**config.mk**
```make
export PLATFORM = sky130hd
export DESIGN_NAME = acq_trig_ctrl
export DESIGN_NICKNAME = d
export VERILOG_FILES = /design/src/rtl/acq_pkg.sv /design/src/rtl/acq_trig_detect.sv /design/src/rtl/acq_trig_ctrl.sv
export SDC_FILE = /design/constraint.sdc
export NUM_CORES = 1
export LEC_CHECK = 0
export CORE_UTILIZATION = 47
export DETAILED_ROUTE_END_ITERATION = 8
export PLACE_DENSITY_LB_ADDON = 0.12
export SETUP_SLACK_MARGIN = 0.2
export SLEW_MARGIN = 5
export SYNTH_ARGS = -nofsm -noshare
export SYNTH_HDL_FRONTEND = slang
export SYNTH_HIERARCHICAL = 1
export SYNTH_SLANG_ARGS = --single-unit
export TNS_END_PERCENT = 1
```
**constraint.sdc**
```tcl
create_clock -name sys_clk -period 5.7 [get_ports sys_clk]
set_input_delay 0.57 -clock sys_clk [delete_from_list [all_inputs] [get_ports sys_clk]]
set_output_delay 0.57 -clock sys_clk [all_outputs]
set_load 0.03 [all_outputs]
```
**src/rtl/acq_pkg.sv**
```systemverilog
// acq_pkg -- shared definitions for the acquisition/trigger sequencer.
//   STATE_W / ST_*      : state width and state codes seen on the state port
//   acq_state_e         : FSM state type built on the same codes
//   EDGE_RISE/EDGE_FALL : edge_sel encodings
package acq_pkg;

  localparam int STATE_W = 3;

  localparam logic [STATE_W-1:0] ST_IDLE  = 3'd0;
  localparam logic [STATE_W-1:0] ST_PRE   = 3'd1;
  localparam logic [STATE_W-1:0] ST_ARMED = 3'd2;
  localparam logic [STATE_W-1:0] ST_POST  = 3'd3;
  localparam logic [STATE_W-1:0] ST_DONE  = 3'd4;
  localparam logic [STATE_W-1:0] ST_HOLD  = 3'd5;

  localparam logic EDGE_RISE = 1'b0;
  localparam logic EDGE_FALL = 1'b1;

  typedef enum logic [STATE_W-1:0] {
    S_IDLE  = ST_IDLE,
    S_PRE   = ST_PRE,
    S_ARMED = ST_ARMED,
    S_POST  = ST_POST,
    S_DONE  = ST_DONE,
    S_HOLD  = ST_HOLD
  } acq_state_e;

endpackage

```
**src/rtl/acq_trig_detect.sv**
```systemverilog
// acq_trig_detect -- remembers the last written sample and flags a
// level crossing on the current sample.
//   sys_clk, sys_rst : clock, synchronous active-high reset
//   clr              : invalidate the remembered sample
//   wr               : current sample is being written (update prev)
//   eval             : current sample is eligible to trigger
//   data, level      : current sample and unsigned threshold
//   edge_sel         : EDGE_RISE / EDGE_FALL
//   trig_hit         : combinational, high for the triggering sample only
module acq_trig_detect
  import acq_pkg::*;
#(
  parameter int DW = 12
) (
  input  logic          sys_clk,
  input  logic          sys_rst,
  input  logic          clr,
  input  logic          wr,
  input  logic          eval,
  input  logic [DW-1:0] data,
  input  logic [DW-1:0] level,
  input  logic          edge_sel,
  output logic          trig_hit
);

  logic [DW-1:0] prev;
  logic          prev_vld;

  always_ff @(posedge sys_clk) begin
    if (sys_rst || clr) begin
      prev     <= '0;
      prev_vld <= 1'b0;
    end else if (wr) begin
      prev     <= data;
      prev_vld <= 1'b1;
    end
  end

  always_comb begin
    trig_hit = 1'b0;
    if (eval && prev_vld) begin
      if (edge_sel == EDGE_RISE) trig_hit = (prev < level) && (data >= level);
      else                       trig_hit = (prev > level) && (data <= level);
    end
  end

endmodule

```
**src/rtl/acq_trig_ctrl.sv**
```systemverilog
// acq_trig_ctrl -- acquisition/trigger sequencer. Streams ADC samples into a
// circular RAM, freezes a frame with PRE_TRIG samples ahead of the trigger and
// hands it to the sender with a frame_valid/frame_ack handshake.
//   sys_clk, sys_rst            : clock, synchronous active-high reset
//   sample_en, adc_data         : sample strobe and data
//   trig_level, edge_sel        : trigger threshold and edge direction
//   stop, single_mode           : mode levels from the key decoder
//   single_rearm, frame_ack     : re-arm pulse, sender consumed pulse
//   wr_en, wr_addr, wr_data     : RAM write port (1-cycle latency)
//   frame_valid, frame_start    : frozen frame and its oldest address
//   trig_addr, auto_trig, state : trigger address, forced-trigger flag, state
// Optional: define ACQ_AUTO_TRIG_EN to force a trigger after AUTO_TIMEOUT
// ARMED samples without a trigger event.
//
// state | meaning
// IDLE  | stopped, nothing written
// PRE   | filling the pre-trigger history
// ARMED | writing circularly, waiting for a trigger sample
// POST  | writing the post-trigger part of the frame
// DONE  | frame frozen, waiting for frame_ack
// HOLD  | single-shot finished, waiting for single_rearm
module acq_trig_ctrl
  import acq_pkg::*;
#(
  parameter int DW           = 12,
  parameter int DEPTH_LOG2   = 10,
  parameter int PRE_TRIG     = 256,
  parameter int AUTO_TIMEOUT = 4096
) (
  input  logic                  sys_clk,
  input  logic                  sys_rst,
  input  logic                  sample_en,
  input  logic [DW-1:0]         adc_data,
  input  logic [DW-1:0]         trig_level,
  input  logic                  edge_sel,
  input  logic                  stop,
  input  logic                  single_mode,
  input  logic                  single_rearm,
  input  logic                  frame_ack,
  output logic                  wr_en,
  output logic [DEPTH_LOG2-1:0] wr_addr,
  output logic [DW-1:0]         wr_data,
  output logic                  frame_valid,
  output logic [DEPTH_LOG2-1:0] frame_start,
  output logic [DEPTH_LOG2-1:0] trig_addr,
  output logic                  auto_trig,
  output logic [STATE_W-1:0]    state
);

  localparam int AW = DEPTH_LOG2;
  localparam int CW = DEPTH_LOG2 + 1;
  localparam logic [CW-1:0] PRE_TC  = CW'(PRE_TRIG);
  localparam logic [CW-1:0] POST_TC = CW'((1 << DEPTH_LOG2) - PRE_TRIG);

  if (PRE_TRIG < 1 || PRE_TRIG > (1 << DEPTH_LOG2) - 1) begin : g_bad_pre_trig
    $error("acq_trig_ctrl: PRE_TRIG out of range");
  end
  if (AUTO_TIMEOUT < 1) begin : g_bad_auto_timeout
    $error("acq_trig_ctrl: AUTO_TIMEOUT must be at least 1");
  end

  acq_state_e    state_q, state_nx;
  logic [AW-1:0] wr_ptr;
  logic [CW-1:0] pre_cnt, post_cnt;
  logic          wr_accept, enter_pre, trig_hit, auto_fire, fire;

  // stop in a writing state wins over the sample, so it is never written
  assign wr_accept = sample_en && !stop &&
                     (state_q inside {S_PRE, S_ARMED, S_POST});
  assign fire      = wr_accept && (state_q == S_ARMED) && (trig_hit || auto_fire);

  acq_trig_detect #(.DW(DW)) u_detect (
    .sys_clk  (sys_clk),
    .sys_rst  (sys_rst),
    .clr      (enter_pre),
    .wr       (wr_accept),
    .eval     (wr_accept && (state_q == S_ARMED)),
    .data     (adc_data),
    .level    (trig_level),
    .edge_sel (edge_sel),
    .trig_hit (trig_hit)
  );

  always_comb begin
    state_nx  = state_q;
    enter_pre = 1'b0;
    case (state_q)
      S_IDLE: if (!stop) begin
        state_nx  = S_PRE;
        enter_pre = 1'b1;
      end
      S_PRE: begin
        if (stop) state_nx = S_IDLE;
        else if (wr_accept && (pre_cnt + CW'(1) == PRE_TC)) state_nx = S_ARMED;
      end
      S_ARMED: begin
        if (stop) state_nx = S_IDLE;
        else if (fire) state_nx = (POST_TC == CW'(1)) ? S_DONE : S_POST;
      end
      S_POST: begin
        if (stop) state_nx = S_IDLE;
        else if (wr_accept && (post_cnt + CW'(1) == POST_TC)) state_nx = S_DONE;
      end
      S_DONE: if (frame_ack) begin
        if (stop) state_nx = S_IDLE;
        else if (single_mode) state_nx = S_HOLD;
        else begin
          state_nx  = S_PRE;
          enter_pre = 1'b1;
        end
      end
      S_HOLD: begin
        if (stop) state_nx = S_IDLE;
        else if (single_rearm) begin
          state_nx  = S_PRE;
          enter_pre = 1'b1;
        end
      end
      default: state_nx = S_IDLE;
    endcase
  end

  always_ff @(posedge sys_clk) begin
    if (sys_rst) begin
      state_q   <= S_IDLE;
      wr_ptr    <= '0;
      wr_en     <= 1'b0;
      wr_addr   <= '0;
      wr_data   <= '0;
      pre_cnt   <= '0;
      post_cnt  <= '0;
      trig_addr <= '0;
    end else begin
      state_q <= state_nx;
      wr_en   <= wr_accept;
      if (wr_accept) begin
        wr_addr <= wr_ptr;
        wr_data <= adc_data;
        wr_ptr  <= wr_ptr + AW'(1);
      end
      if (enter_pre) pre_cnt <= '0;
      else if (wr_accept && state_q == S_PRE) pre_cnt <= pre_cnt + CW'(1);
      if (fire) begin
        trig_addr <= wr_ptr;
        post_cnt  <= CW'(1);
      end else if (wr_accept && state_q == S_POST) begin
        post_cnt <= post_cnt + CW'(1);
      end
    end
  end

`ifdef ACQ_AUTO_TRIG_EN
  localparam int TW = $clog2(AUTO_TIMEOUT + 1);
  logic [TW-1:0] tmo_cnt;
  logic          auto_q;

  // down-counter loaded on ARMED entry; the sample seen at terminal count is
  // the AUTO_TIMEOUT-th ARMED sample and becomes the forced trigger
  always_ff @(posedge sys_clk) begin
    if (sys_rst) begin
      tmo_cnt <= '0;
      auto_q  <= 1'b0;
    end else begin
      if (state_nx == S_ARMED && state_q != S_ARMED) tmo_cnt <= TW'(AUTO_TIMEOUT - 1);
      else if (wr_accept && state_q == S_ARMED && tmo_cnt != '0) tmo_cnt <= tmo_cnt - TW'(1);
      if (fire) auto_q <= !trig_hit;
      else if (enter_pre || (state_q == S_DONE && frame_ack)) auto_q <= 1'b0;
    end
  end

  assign auto_fire = (state_q == S_ARMED) && (tmo_cnt == '0);
  assign auto_trig = auto_q;
`else
  assign auto_fire = 1'b0;
  assign auto_trig = 1'b0;
`endif

  assign state       = state_q;
  assign frame_valid = (state_q == S_DONE);
  assign frame_start = (state_q == S_DONE) ? trig_addr - AW'(PRE_TRIG) : '0;

endmodule

```
# ---- After elaboration in Yosys (flattened, before gate mapping)
# Cells that the tools add are included.
dict set report totals {
  register_bits 81
  input_bits 32
  output_inout_bits 48
  word_cells 76
}
dict set report op_classes {
  add_sub_neg 4
  order_cmp 4
  eq_ne 13
  mux 25
  n_reduce_logical 19
}
# cell n
set ops {}
lappend ops {{$mux W3} 12}
lappend ops {{$add A11 B1 Y11 const B} 2}
lappend ops {{$pmux W3 S6} 1}
lappend ops {{$ge A12 B12 Y1} 1}
lappend ops {{$gt A12 B12 Y1} 1}
lappend ops {{$le A12 B12 Y1} 1}
lappend ops {{$lt A12 B12 Y1} 1}
lappend ops {{$eq A11 B10 Y1 const B} 1}
lappend ops {{$eq A11 B9 Y1 const B} 1}
lappend ops {{$logic_and A1 B1 Y1} 11}
lappend ops {{$add A10 B1 Y10 const B} 1}
lappend ops {{$mux W1} 10}
lappend ops {{$mux W10} 1}
lappend ops {{$sub A10 B9 Y10 const B} 1}
lappend ops {{$eq A3 B2 Y1 const B} 2}
lappend ops {{$eq A3 B3 Y1 const B} 2}
lappend ops {{$ne A3 B2 Y1 const B} 2}
lappend ops {{$ne A3 B3 Y1 const B} 2}
lappend ops {{$reduce_and A6 Y1} 1}
lappend ops {{$ne A2 B2 Y1 const B} 2}
lappend ops {{$reduce_or A2 Y1} 2}
lappend ops {{$eq A3 B1 Y1 const B} 1}
lappend ops {{$logic_not A3 Y1} 1}
lappend ops {{$pmux W1 S3} 1}
lappend ops {{4 further kinds} 4}

# ---- Depth between registers and ports, before layout
dict set report depth {
  word_depth 10
  ltp_mapped 14
  depth_no_buf 13
}

# ---- By module
# The synthesis kept the hierarchy.
# mod instances cells_per_inst area_each_um2
set modules_own_cells {}
lappend modules_own_cells {acq_trig_ctrl 1 401 3179.3}
lappend modules_own_cells {acq_trig_detect 1 120 1049.8}

# ---- Worst setup path after synthesis
# OpenSTA, ideal clock, no wires.
dict set report synth_timing {
  kind {input to register}
  startpoint {in trig_level[5]}
  endpoint {reg state_q[2], in the netlist state[2]}
  arrival_ns 3.009
  required_time_ns 5.584
  path_slack_ns 2.575
  path_stages 13
  cell_sequence {inv_1 ha_1 a21o_1 a221o_1 a221o_1 o21ba_1 o22ai_1 a21oi_1 a2111oi_4 o221ai_1 o21ai_1 nor3b_1 a31o_1}
}
dict set report synth_between {
  elab_chain_cells 7
  elab_cells_between_ends 11
  cone_classes {order compare (4); eq/ne (1); mux (2); reduce/logical (4)}
}
# element line
set synth_rtl {}
lappend synth_rtl {{start: declaration} acq_trig_ctrl.sv:34} ;# input logic [DW-1:0] trig_level,
lappend synth_rtl {{$lt A12 B12 Y1 (tied with other cells)} acq_trig_detect.sv:42} ;# if (edge_sel == EDGE_RISE) trig_hit = (prev < level) && (data >= level);
lappend synth_rtl {{$logic_and A1 B1 Y1 (on tied branches)} {acq_trig_detect.sv:42, acq_trig_detect.sv:43}}
lappend synth_rtl {{$mux W1 *} acq_trig_detect.sv:42}
lappend synth_rtl {{$mux W1 *} acq_trig_detect.sv:41} ;# if (eval && prev_vld) begin
lappend synth_rtl {{via trig_hit} acq_trig_ctrl.sv:65} ;# logic wr_accept, enter_pre, trig_hit, auto_fire, fire;
lappend synth_rtl {{$logic_and A1 B1 Y1 *} acq_trig_ctrl.sv:70} ;# assign fire = wr_accept && (state_q == S_ARMED) && (trig_hit || auto_fire);
lappend synth_rtl {{$ne A3 B3 Y1 (no line) *} n/a}
lappend synth_rtl {{$reduce_and A6 Y1 (no line) *} n/a}
lappend synth_rtl {{end signal: assignment} acq_trig_ctrl.sv:134} ;# state_q <= state_nx;
lappend synth_rtl {{end: declaration} acq_trig_ctrl.sv:62} ;# acq_state_e state_q, state_nx;
# The timed path passes the listed nets; every way through them passes the cells marked *.
# A chain may end at the register's enable or synchronous reset.

# ---- Final worst setup path
# Ends and elaborated chain as after synthesis.

==> impl_metrics.py <==
metrics = {
    "yosys": {
        "ys_types": 54,
        "synth_edf_count": 0,
        "async_reset_ff_frac": 0,
        "synth.net_count": 581,
        "synthFlopType": "dfxtp_1",
        "netlist_instances": 521,
        "synth_seq_cells": 81,
        "ys_seq_area_frac": 0.383,
        "yosysWarnings": 6,
        "synth_area_um2": 4230,
        "synth_area_per_cell_um2": 8.12,
    },
    "finish": {
        "fin_util": 0.600,
        "n_fill_cell": 772,
        "final_cells": 696,
        "antenna_cells": 0,
        "nets": 643,
        "drive_gt1_frac": 0.0510,
        "syn_to_final_growth_pct": 23.8,
    },
    "flow_run": {
        "maxCapViolCount": 0,
    },
    "critical_path": {
        "worstSetupPathType": "primary input to register",
        "reg2reg_slack_ns": 2.42,
        "worst_ep_arrival_time_ns": 3.83,
        "r2r_start": "state[2]$_SDFFE_PP0P_",
        "crit_required_ns": 5.95,
        "crit_path_start_kind": "primary input",
        "crit_slowest_cell": "clkdlybuf4s50_1",
        "path_delay_family": "compound AO/OA/AOI/OAI gates",
        "r2r-end": "state[2]$_SDFFE_PP0P_",
        "cp_cell_sequence": "clkdlybuf4s50_1, inv_1, ha_1, a21o_1, a221o_1, a221o_1, o21ba_1, o22ai_1, a21oi_1, a2111oi_4, o221ai_1, o21ai_1, nor3b_1, a31o_1",
        "end_kind": "register",
        "crit_buf_inv": 2,
        "critPathMaxFanout": 4,
        "cp_slowest_stage_delay_ns": 0.45,
        "crit_top_cell": "a221o_1",
        "ff2ff_path_depth": 12,
    },
    "grt": {
        "grt_pass1_wl_mm": 16.3,
        "grt_antenna_before_repair": 0,
        "overflow": 0,
        "grt_usage": 0.210,
        "grt_max_degree": 52,
        "grt_pass1_vias": 3469,
    },
    "sta": {
        "fin_skew_ns": 0.0115,
        "period_share": 0.628,
        "fmax_mhz": 279,
        "finalSetupViolations": 0,
        "finalCriticalPeriod_ns": 3.58,
        "slew_viol_final": 0,
        "setup_tns_ns": 0,
        "relSlewSlack": 0.385,
        "rsz0062_at_grt": "false",
        "setup_ws_ns": 2.12,
        "tightest_slew_ns": 0.922,
        "hold_viol_final": 0,
    },
    "cts": {
        "cts.sinks": 81,
        "clockBufferDepth": 2,
        "clkTransAtPathRegs_ns": 0.09,
        "cts_inserted_buffers": 9,
        "ctsHtreeMaxLevel": 3,
        "ctsResizeCount": 0,
        "cts_tree": "done",
        "cts_root_buf": "clkbuf_8",
        "clkLatencyLatePin_ns": 0.36,
        "cts_hold_buf": 0,
        "post_cts_buffers": 0,
    },
    "hold_path": {
        "hp-start": "wr_data[5]$_SDFFE_PP0P_",
        "hp-class": "register to register",
        "holdPathEnd": "wr_data[5]$_SDFFE_PP0P_",
        "whs_path_depth": 2,
    },
    "placement": {
        "dp_cells": 680,
        "port_buffers": 78,
        "globalplace.congestion": 0.831,
        "place_hpwl_mm": 6.96,
        "pre_cts_ws_ns": 1.80,
    },
    "outcome": {
        "status": "complete, no violations",
    },
    "floorplanning": {
        "ios": 80,
        "core_area_um2": 8720,
        "die_area_um2": 9380,
        "fp-row-count": 34,
        "initial_core_util": 0.485,
        "die_h_um": 96.9,
        "die_w_um": 96.9,
    },
    "route": {
        "ant_nets": 0,
        "routedWlPerCell_um": 13.9,
        "viasPerCell": 5.31,
        "drt_iter0_drc": 130,
        "dr_total_vias": 3699,
        "drt_first_pass_iters": 4,
        "finalWirelength_mm": 9.64,
        "drc": 0,
    },
    "power": {
        "power_density_nw_per_um2": 227,
        "power_leakage_nw": 1.95,
        "vdd_drop_max_v": 0.000110,
    },
}
[cells in the final DEF (no fill, tap or decap), types with 3 or more instances in the layout]
| cell type | instances |
|---|---|
| a21o_1 | 3 |
| a21oi_1 | 52 |
| and3_1 | 12 |
| and4_1 | 3 |
| clkbuf_8 | 9 |
| clkdlybuf4s50_1 | 77 |
| dfxtp_1 | 81 |
| ha_1 | 28 |
| inv_1 | 18 |
| mux2i_1 | 12 |
| nand2_1 | 90 |
| nand2b_1 | 3 |
| nand3_1 | 15 |
| nand4_1 | 17 |
| nor2_1 | 60 |
| nor3_1 | 8 |
| nor4_1 | 4 |
| o21ai_0 | 5 |
| xnor2_1 | 16 |
| xor2_1 | 20 |
[routing by layer]
| metal | share of wire | vias up | track usage |
|---|---|---|---|
| met1 | 0.48 | 1723 | 0.268 |
| met4 | 0.0079 | 0 | 0.0723 |
| li1 | - | 1895 | - |
| met5 | 0 | - | 0 |
| met3 | 0.039 | 6 | 0.0499 |
| met2 | 0.47 | 75 | 0.348 |
[where the power goes]
group	switching, mW	internal, mW	leakage [nW]
clock	0.230	0.256	0.114
combinational	0.0694	0.0525	1.18
sequential	0.00749	0.572	0.653
[registers in the layout, indices dropped and copies added, names as in the netlist]
signal             flops
wr_en                  1
state                  3
pre_cnt               11
wr_ptr                10
wr_addr               10
wr_data               12
u_detect/prev_vld      1
post_cnt              11
trig_addr             10
u_detect/prev         12
[cell usage after synthesis (3+ instances only)]
master	instances	share of area
nand2_1	90	0.080
dfxtp_1	81	0.38
nor2_1	60	0.053
a21oi_1	52	0.062
ha_1	28	0.083
clkbuf_1	21	0.019
xor2_1	20	0.041
inv_1	18	0.016
nand4_1	17	0.025
xnor2_1	16	0.033
nand3_1	15	0.018
and3_1	12	0.018
mux2i_1	12	0.028
nor3_1	8	0.0095
o21ai_0	5	0.0059
buf_6	4	0.011
nor4_1	4	0.0059
a21o_1	3	0.0053
and4_1	3	0.0062
buf_4	3	0.0053
nand2b_1	3	0.0044
[cell families (layout without fill, tap and decap cells)]
logic type | after synthesis | count (layout) | synth area share
buf+inv | 48 | 115 | 0.0527
xor+xnor | 36 | 36 | 0.0746
simple gates | 232 | 232 | 0.255
fa+ha+maj | 28 | 28 | 0.0828
other cells | 1 | 1 | 0.000887
compound gates | 83 | 83 | 0.122
mux | 12 | 12 | 0.0284
flops | 81 | 81 | 0.383
[how the worst max path moves through the flow]
stage	startpoint	to	slack (ns)	depth (start not counted)
after global placement	trig_level[5]	state[2]$_SDFFE_PP0P_	1.88	14
after detailed placement	adc_data[5]	state[2]$_SDFFE_PP0P_	1.80	13
after CTS	trig_level[5]	state[2]$_SDFFE_PP0P_	2.16	14
after global routing	stop	state[2]$_SDFFE_PP0P_	1.93	13
after floorplan	trig_level[5]	state[2]$_SDFFE_PP0P_	2.58	13
final	trig_level[5]	state[2]$_SDFFE_PP0P_	2.12	14
[per-stage QoR]
| step | hold slack [ns] | area, um^2 | power, mW |
|---|---|---|---|
| floorplan | 0.455 | 4230 | 0.668 |
| global placement | 0.444 | 5000 | 0.712 |
| detailed placement | 0.449 | 5000 | 0.715 |
| CTS | 0.464 | 5240 | 1.20 |
| global route | 0.479 | 5240 | 1.24 |
| finish | 0.457 | 5240 | 1.19 |
[worst reg2reg max path, stage by stage, from the launching register on]
cell and delay [ns]:
dfxtp_1 0.53, or3b_1 0.65, nor2_1 0.25, nand3_1 0.10, a21oi_1 0.13, o31ai_1 0.09
o22ai_1 0.29, a21oi_1 0.16, a2111oi_4 0.30, o221ai_1 0.19, o21ai_1 0.19, nor3b_1 0.09
a31o_1 0.22
[area by class of cell]
cell class | instances | area [um^2] | area share
multi-input cells | 392 | 2380 | 0.456
flip-flops and latches | 81 | 1620 | 0.310
repair buffers | 80 | 791 | 0.151
well taps | 108 | 135 | 0.0258
clock buffers | 9 | 124 | 0.0237
clock inverters | 7 | 108 | 0.0206
inverters | 19 | 71.3 | 0.0136
(Power assumes the default switching activity.)
